<file path="src/rtl/edge_rate_meter.sv">
// edge_rate_meter: counts edge pulses over a fixed gate window and measures
// the clock distance between consecutive edges.
//
// state   | meaning
// --------+------------------------------------------------------------
// ST_IDLE | waiting for in_enable; edges ignored, counters held
// ST_GATE | counting window open; gate timer runs, period path active
module edge_rate_meter #(
   parameter int GATE_CYCLES = 1000000,
   parameter int CNT_BITS    = 16,
   parameter int PERIOD_BITS = 24
) (
   input  logic                   in_clk,
   input  logic                   in_rst,
   input  logic                   in_enable,
   input  logic                   in_edge,
   output logic [CNT_BITS-1:0]    out_count,
   output logic                   out_overflow,
   output logic                   out_valid,
   output logic [PERIOD_BITS-1:0] out_period,
   output logic                   out_period_valid
);

   localparam int TMR_BITS = (GATE_CYCLES > 2) ? $clog2(GATE_CYCLES) : 1;
   localparam logic [TMR_BITS-1:0] TMR_LAST = TMR_BITS'(GATE_CYCLES - 1);

   localparam logic ST_IDLE = 1'b0;
   localparam logic ST_GATE = 1'b1;

   logic                   state;
   logic [TMR_BITS-1:0]    gate_tmr;
   logic [CNT_BITS-1:0]    edge_cnt;
   logic                   ovf_flag;
   logic [PERIOD_BITS-1:0] per_cnt;
   logic                   first_seen;

   logic                   win_last;
   logic [CNT_BITS-1:0]    cnt_next;
   logic                   ovf_next;
   logic [PERIOD_BITS-1:0] per_inc;
   logic                   per_active;

   // Saturating next-count and window-end decode for the current cycle.
   always_comb begin
      win_last = 1'b0;
      cnt_next = edge_cnt;
      ovf_next = ovf_flag;
      per_inc  = per_cnt;
      if (gate_tmr == TMR_LAST) begin
         win_last = 1'b1;
      end
      if (in_edge) begin
         if (&edge_cnt) begin
            ovf_next = 1'b1;
         end else begin
            cnt_next = edge_cnt + CNT_BITS'(1);
         end
      end
      if (!(&per_cnt)) begin
         per_inc = per_cnt + PERIOD_BITS'(1);
      end
   end

   // An abort cycle (enable dropped before the last gate cycle) is not
   // measured, so the period path only runs while the window is live.
   assign per_active = (state == ST_GATE) && (in_enable || win_last);

   // Gate FSM, window timer, edge counter and frequency result register.
   always_ff @(posedge in_clk or posedge in_rst) begin
      if (in_rst) begin
         state        <= ST_IDLE;
         gate_tmr     <= '0;
         edge_cnt     <= '0;
         ovf_flag     <= 1'b0;
         out_count    <= '0;
         out_overflow <= 1'b0;
         out_valid    <= 1'b0;
      end else begin
         out_valid <= 1'b0;
         case (state)
            ST_IDLE: begin
               if (in_enable) begin
                  state    <= ST_GATE;
                  gate_tmr <= '0;
                  edge_cnt <= '0;
                  ovf_flag <= 1'b0;
               end
            end
            ST_GATE: begin
               if (win_last) begin
                  out_count    <= cnt_next;
                  out_overflow <= ovf_next;
                  out_valid    <= 1'b1;
                  gate_tmr     <= '0;
                  edge_cnt     <= '0;
                  ovf_flag     <= 1'b0;
                  state        <= in_enable ? ST_GATE : ST_IDLE;
               end else if (!in_enable) begin
                  state <= ST_IDLE;
               end else begin
                  gate_tmr <= gate_tmr + TMR_BITS'(1);
                  edge_cnt <= cnt_next;
                  ovf_flag <= ovf_next;
               end
            end
            default: state <= ST_IDLE;
         endcase
      end
   end

   // Period path: edge-to-edge cycle distance, continuous across windows.
   always_ff @(posedge in_clk or posedge in_rst) begin
      if (in_rst) begin
         per_cnt          <= '0;
         first_seen       <= 1'b0;
         out_period       <= '0;
         out_period_valid <= 1'b0;
      end else begin
         out_period_valid <= 1'b0;
         if (state == ST_IDLE) begin
            if (in_enable) begin
               per_cnt    <= '0;
               first_seen <= 1'b0;
            end
         end else if (per_active) begin
            if (in_edge) begin
               per_cnt <= PERIOD_BITS'(1);
               if (first_seen) begin
                  out_period       <= per_cnt;
                  out_period_valid <= 1'b1;
               end else begin
                  first_seen <= 1'b1;
               end
            end else begin
               per_cnt <= per_inc;
            end
         end
      end
   end

endmodule

</file>
<file path="config.mk">
export PLATFORM = sky130hd
export DESIGN_NAME = edge_rate_meter
export DESIGN_NICKNAME = d
export VERILOG_FILES = /design/src/rtl/edge_rate_meter.sv
export SDC_FILE = /design/constraint.sdc
export NUM_CORES = 1
export LEC_CHECK = 0
export CAP_MARGIN = 20
export CORE_MARGIN = 2
export CORE_UTILIZATION = 51
export CTS_CLUSTER_SIZE = 12
export DETAILED_ROUTE_END_ITERATION = 10
export PLACE_DENSITY_LB_ADDON = 0.15
export SETUP_SLACK_MARGIN = 0.3
export SYNTH_ARGS = -nofsm -noshare
export SYNTH_HDL_FRONTEND = slang
export SYNTH_SLANG_ARGS = --single-unit
</file>
<file path="constraint.sdc">
create_clock -name in_clk -period 9.7 [get_ports in_clk]
set_input_delay 1.94 -clock in_clk [delete_from_list [all_inputs] [get_ports in_clk]]
set_output_delay 1.94 -clock in_clk [all_outputs]
set_load 0.02 [all_outputs]
</file>
-- Yosys cells after proc, flatten, opt, wreduce, memory -nomap -nowiden
Cells that the tools add are included.
- bitwise operators: 1
- add/subtract/negate cells: 3
- reductions and logical operators: 10
- equality and inequality tests: 6
- multiplexer cells: 32
- operator list (kind ; number):
    24-bit two-way mux ; 5
    16-bit two-way mux ; 5
    20-bit two-way mux ; 3
    20-bit one-hot mux with 2 select lines ; 1
    16-bit one-hot mux with 2 select lines ; 1
    24-bit by 1-bit adder with 24-bit output (second input constant) ; 1
    24-bit AND reduction ; 1
    20-bit by 1-bit adder with 20-bit output (second input constant) ; 1
    20-bit == test (second input constant) ; 1
    16-bit by 1-bit adder with 16-bit output (second input constant) ; 1
    1-bit two-way mux ; 16
    16-bit AND reduction ; 1
    3-bit AND reduction ; 2
    2-bit inequality test (second input constant) ; 2
    2-bit AND reduction ; 2
    4-bit AND reduction ; 1
    3-bit by 2-bit inequality test with 1-bit output (second input constant) ; 1
    3-bit inequality test (second input constant) ; 1
    2-bit by 1-bit inequality test with 1-bit output (second input constant) ; 1
    1-bit one-hot mux with 2 select lines ; 1
    2-bit nonzero test ; 1
    1-bit logical AND ; 1
    1-bit logical OR ; 1
    1-bit inverter ; 1
- logic and storage cells: 63
- input bits: 4
- output and inout bits: 43
- bits in registers: 106

-- Depth between registers and ports, before layout
Gate-level depths: netlist of run 1.
- depth after elaboration: 6
- gate-level depth with buffers: 8
- mapped depth without buffers: 7

-- Worst setup path after synthesis of run 1
Ideal clock, no wire load.
- path type: input to register
- start point: input port in_edge
- end point: register edge_cnt[15]
- required time: 9571 ps
- cell stages on the path: 7
- path buffers: 2
- setup slack: 6272 ps
- setup time: 129 ps
- data arrival time: 3299 ps
- path through: clkbuf_1 > and4_1 > clkbuf_1 > nand4_1 > or2_2 > a21oi_1 > o21ai_0
- word-level cells in the longest chain between the ends: 4
- ends and longest elaborated chain (what ; RTL line ; RTL):
    start, declared ; 16 ; input logic in_edge,
    16-bit two-way mux ; 52 ; if (in_edge) begin
    16-bit two-way mux ; 98 ; end else if (!in_enable) begin
    16-bit two-way mux ; 90 ; if (win_last) begin
    16-bit one-hot mux with 2 select lines ; 80 ; case (state)
    end signal, assigned ; 102 ; edge_cnt <= cnt_next;
    end, declared ; 32 ; logic [CNT_BITS-1:0] edge_cnt;
No other way between the ends. The select of a mux whose other input is x is not followed.
A chain may end at the register's enable or synchronous reset.

-- Worst setup path in the final report of run 1
- start point: input port in_edge
- end point: register per_cnt[3]
- word-level cells in the longest chain between the ends: 3
- elaborated cells between the ends (all ways): 5
- classes of those cells: 1 x eq/ne; 3 x mux; 1 x reduce/logical
- ends and longest elaborated chain (what ; RTL line ; RTL):
    24-bit two-way mux ; 126 ; if (in_edge) begin
    24-bit two-way mux ; 125 ; end else if (per_active) begin
    24-bit two-way mux ; 120 ; if (state == ST_IDLE) begin
    end signal, assigned ; 135 ; per_cnt <= per_inc;
    end, declared ; 34 ; logic [PERIOD_BITS-1:0] per_cnt;
Parallel ways exist; a longest one is shown, timed or not. The select of a mux whose other input is x is not followed.

==> results of run 1 <==
==> final timing paths <==
check,to,slack [ns]
worst min register to register,out_count[14],0.47
worst max-delay path,per_cnt[3],5.43
worst max register to register,per_cnt[3],6.65
max in group asynchronous,edge_cnt[12],6.54
worst min-delay path,out_count[14],0.47
min in group asynchronous,out_count[8],1.96
==> per-layer routing <==
metal | vias to the layer above | GRT usage, % | part of all wire [%]
li1 | 2144 | - | -
met1 | 2130 | 31.7 | 48
met2 | 120 | 33.2 | 46
met3 | 11 | 2.80 | 4.2
met4 | 0 | 7.42 | 1.2
met5 | - | 0 | 0
==> synthesized netlist by cell type, drive strengths merged, types with 11 or more instances <==
cell | n | share of area (%)
clkbuf | 30 | 2.1
nand3 | 37 | 3.4
nor3 | 15 | 1.4
a21oi | 39 | 3.6
o21ai | 39 | 3.6
nand2 | 47 | 3.3
mux2 | 24 | 5.0
a31oi | 20 | 2.3
dfrtp | 106 | 49
inv | 14 | 0.98
xnor2 | 11 | 1.8
nand4 | 17 | 2.0
o31ai | 32 | 4.5
nand2b | 13 | 1.5
nor2 | 28 | 2.0
==> sequential cells by signal (all words and copies together), names as in the netlist, 16 cells and up <==
name        count
per_cnt        24
out_count      16
edge_cnt       16
gate_tmr       20
out_period     24
==> area by class of cell <==
| cell class | count | area share, % |
|---|---|---|
| multi-input combinational | 407 | 41.3 |
| clock buffer | 10 | 2.24 |
| sequential | 106 | 43.2 |
| tap | 136 | 2.77 |
| timing repair buffer | 52 | 8.36 |
| inverter | 14 | 0.897 |
| clock inverter | 6 | 1.18 |
==> worst register-to-register path: cells and delay by family, from the launching register on <==
kind,cells,cell delay [ns]
and+or+nand+nor,4,1.80
DFF,1,0.50
adders and majority gates,1,0.24
buffers and inverters,1,0.23
AOI/OAI and AO/OA,1,0.14
==> cells by family (layout without fill, tap and decap cells) <==
group           count (synthesis)  count (layout)
fa+ha+maj                       3               3
xor+xnor                       11              11
simple gates                  205             205
mux                            25              25
flops                         106             106
compound gates                163             163
buf+inv                        48              82
==> power by group through the flow <==
stage | Sequential (mW) | Clock [mW] | Combinational (mW)
6_report | 0.462 | 0.291 | 0.0533
5_1_grt | 0.464 | 0.314 | 0.0608
4_1_cts | 0.462 | 0.297 | 0.0543
3_5_place_dp | 0.471 | 0 | 0.0542
3_3_place_gp | 0.470 | 0 | 0.0522
2_1_floorplan | 0.470 | 0 | 0.0363
==> run metrics, run 1 <==
status finished clean; Net Sw Power between 0.2 and 0.25 mW; Crit path depth 6; critical setup path kind in -> reg; setup slack after layout around 5.4 ns; Post-Synth XOR/XNOR Area 1.79%; hold path cells 2; R2R cell count 7; LEAKAGE about 2.6 nW; Syn Nets 568; power share of the clock group 36.0%; Yosys reg bits around 110; Simple-Gate Fraction of Synth Area 20.2%; Rel. slew slack a little under half; Worst setup EP type register; gp weighted congestion roughly 0.89; GRT Total Usage a little over a fifth; placed cells 714; final setup fails 0; max incr delay on CP roughly 0.69 ns; WP data arrival approximately 4.5 ns; Max Fclk approximately 0.23 GHz; Synth Area in Compound Gates between 10% and 20%; die area around 0.011 mm2; DR vias/cell around 6.0; H-tree level count 3; Hold Worst Slack about 0.47 ns; cell family with most CP delay simple AND/OR/NAND/NOR gates; Reg clk slew, reported paths approximately 0.1 ns; antenna violations before repair 0; Post-DP Area ~0.0059 mm2; Final Power a little over 0.8 mW; most frequent cells in the layout dfrtp_1, nand2_1, clkdlybuf4s50_1; Ant. Diodes 0; most common cell after layout, fill and taps aside dfrtp_1; Fillers about 880; reg2reg start per_cnt[0]; Post-synth EDFFs 0; cts hold-fix bufs 0; CTS tree done; aggregate global routing overflow 0; Reg area roughly 0.0027 mm2; first-pass GRT wire length roughly 20 mm; fin crit period 4.27 ns; post-synthesis async set-or-reset flop share 100%; Setup WS pre-CTS ~5 ns; Antenna Nets Post-Route 0; Unique masters post-synth 52; clock insertion delay at the later pin of the skew report approximately 0.38 ns; I/O Pins 47; # rows 37; Synthesis Warnings 0; final slew viol count 0; IO Port Bufs 46; Via Count ~4400; Power Density ~130 mW/mm2; post-CTS resize count 0; vias in the first global route 4091; Setup TNS 0 ns; Util after Layout 59.7%; nets@finish between 500 and 600; RSZ-0062 raised after global routing no; Finished Layout Cells ~730; Post-Route WL ~12 mm; post-CTS setup buffer count 0; top_reg_cell synth dfrtp_1; Max FO, Critical Path 21; critical path startpoint category input pin; Reg power frac 57.4%; DRC 0; synthesized area ~0.0054 mm2; Hold WC Path Type reg -> reg; CP bufs+invs 1; worst path cell trace clkdlybuf4s50_1 -> nand3b_1 -> nor2_1 -> and3_1 -> or3_1 -> o31ai_1; die width 107 um; Internal approximately 0.60 mW; pin count of the biggest net entering global routing 65; Req. time, crit path between 9 and 10 ns; sequential fraction of the synthesis area around half; Root Driver clkbuf_8; core area ~0.010 mm2; Final Hold Vio Count 0; Finished Cell Area 0.00614 mm2; Adder-Cell Fraction of Synth Area 0.699%; CP max stage cell and3_1; Initial Util a little over half; measured slew at the worst slew-check pin 0.804 ns; worst hold start out_count[14]; mux cell area share after synthesis ~5.2%; Tcrit/Tclk final a little over two fifths; CTS max path bufs 2; DPL Wire Length 7.70 mm; main combinational cell family by area after synthesis simple AND/OR/NAND/NOR gates; clk sink count between 100 and 150; Syn-to-layout area delta 14.3%; logic gate share of total power ~6.6%; initial detailed-routing violation count between 200 and 300; synthesized area per cell ~9.6 um2; Switching Fraction about 26%; MaxCap Viol Count 0; layout cells sized above 1 between 9 and 10%; skew final between 0.01 and 0.015 ns; Pre-antenna DRT Iters 5; total CTS buffers 9; CP Launch Point in_edge; VDD IR-drop max 0.0000749 V; multi-input logic area approximately 0.0025 mm2; synthesized instance count 561; routed len/inst about 16 um; Die H ~110 um
Power figures use the tool's default switching activity.
==> run 2: changes to the inputs <==
==> constraint.sdc (replaced) <==
create_clock -name in_clk -period 3.7 [get_ports in_clk]
set_input_delay 0.74 -clock in_clk [delete_from_list [all_inputs] [get_ports in_clk]]
set_output_delay 0.74 -clock in_clk [all_outputs]
set_load 0.02 [all_outputs]
==> run metrics, run 2 (synthesized netlist as in run 1, its figures left out) <==
antenna violations before repair 0 (unchanged); CP Launch Point gate_tmr[0]; Hold WC Path Type reg -> reg; aggregate global routing overflow 0 (unchanged); skew final 0.00805 ns (-0.00315 ns); critical setup path kind reg -> reg; clk sink count 106 (unchanged); M1 GR Usage 32.2% (+0.51 points); post-CTS resize count 0 (unchanged); post-CTS setup buffer count 0 (unchanged); Antenna Nets Post-Route 0 (unchanged); Reg clk slew, reported paths 0.09 ns (about the same); Worst setup EP type register; Net Sw Power 0.489 mW (+130%); Pre-antenna DRT Iters 7 (+2); Rel. slew slack 50.9% (+4.4 points); # rows 37 (unchanged); logic gate share of total power 7.1% (+0.5 points); Req. time, crit path 3.96 ns (-5.98 ns); final slew viol count 0 (unchanged); total CTS buffers 9 (unchanged); measured slew at the worst slew-check pin 0.736 ns (-0.0682 ns); initial detailed-routing violation count 227 (-19%); IO Port Bufs 46 (unchanged); CTS tree done; MaxCap Viol Count 0 (unchanged); Tcrit/Tclk final 74.8%; GR met2 Demand/Resource 32.3% (-0.91 points); core area 0.0103 mm2 (unchanged); layout cells sized above 1 9.72% (-0.033 points); gp weighted congestion 0.895 (about the same); Syn-to-layout area delta 14.5%; Max FO, Critical Path 15 (-29%); Fillers 903 (+2.7%); GRT Total Usage 21.7% (+0.14 points); Internal 1.54 mW (+160%); power share of the clock group 33.0% (-3.0 points); nets@finish 601 (+0.67%); Setup TNS 0 ns (unchanged); Initial Util 52.3% (unchanged); Switching Fraction 24.1% (-1.7 points); H-tree level count 3 (unchanged); vias in the first global route 4027 (-1.6%); reg2reg start gate_tmr[0]; routed len/inst 15.8 um (+0.18%); Util after Layout 59.8% (+0.12 points); fin crit period between 2 and 3 ns; RSZ-0062 raised after global routing no; WP data arrival 3.03 ns (-1.48 ns); I/O Pins 47 (unchanged); pin count of the biggest net entering global routing 44 (-32%); LEAKAGE 2.62 nW (+0.13%); final setup fails 0 (unchanged); biggest registers after layout out_period: 24 flops, per_cnt: 24 flops, gate_tmr: 20 flops; VDD IR-drop max 0.000238 V (+220%); DPL Wire Length 8.02 mm (+4.2%); most used routing layer met2; met3 Use GR 3.89% (+1.1 points); Power Density 329 mW/mm2 (+150%); worst hold start out_count[14]; cts hold-fix bufs 0 (unchanged); Die H 107 um (unchanged); most frequent cells in the layout dfrtp_1, nand2_1, clkdlybuf4s50_1; clock insertion delay at the later pin of the skew report 0.37 ns (about the same); Ant. Diodes 0 (unchanged); most common cell after layout, fill and taps aside dfrtp_1; Final Hold Vio Count 0 (unchanged); status finished clean; die width 107 um (unchanged); Max Fclk about 0.36 GHz; Root Driver clkbuf_8; die area 0.0114 mm2 (unchanged); CTS max path bufs 2 (unchanged); Reg power frac 59.8% (+2.4 points); DR vias/cell 6.14 (+1.8%); Via Count 4498 (+2.1%); Final Power 2.03 mW (+150%); first-pass GRT wire length 20.0 mm (+0.11%); DRC 0 (unchanged); Post-Route WL 11.6 mm (+0.45%); critical path startpoint category register
run 2: cell types whose count changed in the layout (fill, tap and decap cells not counted), sizes merged:
cell      before  now
buf            6   10
inv           16   13
clkbuf        10   11
clkinv         2    1
clkinvlp       1    2
run 2: layout make-up:
type	count	area, um2	area share [%]
clock buffer	11	131	2.14
clock inverter	3	42.5	0.692
inverter	14	56.3	0.916
multi-input combinational	407	2540	41.2
sequential	106	2650	43.1
tap	136	170	2.77
timing repair buffer	56	561	9.11
run 2: worst paths after layout:
path / endpoint / slack, ns / depth (start not counted)
worst max-delay path: per_cnt[7] / 0.93 / 6
min in group asynchronous: out_count[8] / 0.83 / 2
max in group asynchronous: out_period[21] / 2.06 / 3
worst min register to register: out_count[14] / 0.48 / 2
worst min-delay path: out_count[14] / 0.48 / 2
worst max register to register: per_cnt[7] / 0.93 / 6
run 2: per-layer routing:
| metal | wire length (um) | up-vias |
|---|---|---|
| li1 | - | 2151 |
| met1 | 5500 | 2198 |
| met2 | 5400 | 132 |
| met3 | 550 | 17 |
| met4 | 159 | 0 |
| met5 | 0 | - |
run 2: power groups by stage:
| stage | registers (mW) | logic [mW] | clock network, mW |
|---|---|---|---|
| 3_5_place_dp | 1.24 | 0.147 | 0 |
| 4_1_cts | 1.21 | 0.148 | 0.694 |
| 3_3_place_gp | 1.23 | 0.143 | 0 |
| 6_report | 1.21 | 0.145 | 0.669 |
| 5_1_grt | 1.22 | 0.164 | 0.736 |
| 2_1_floorplan | 1.23 | 0.0956 | 0 |
run 2: worst max-delay path: stages, from the launching register on:
cell and delay, ns:
dfrtp_1 0.43, ha_1 0.23, nand4_1 0.27, nor4_4 0.52, a31oi_2 0.16, or3_1 0.65, o41ai_1 0.40
run 2: metrics by stage:
stage	cell area, um2	hold WS (ns)	setup WS (ns)	std cells
CTS	6150	0.490	0.931	733
global route	6150	0.517	0.721	733
detailed placement	5980	0.466	0.654	719
global placement	5980	0.461	0.774	719
floorplan	5370	0.474	1.35	561
finish	6150	0.484	0.931	733
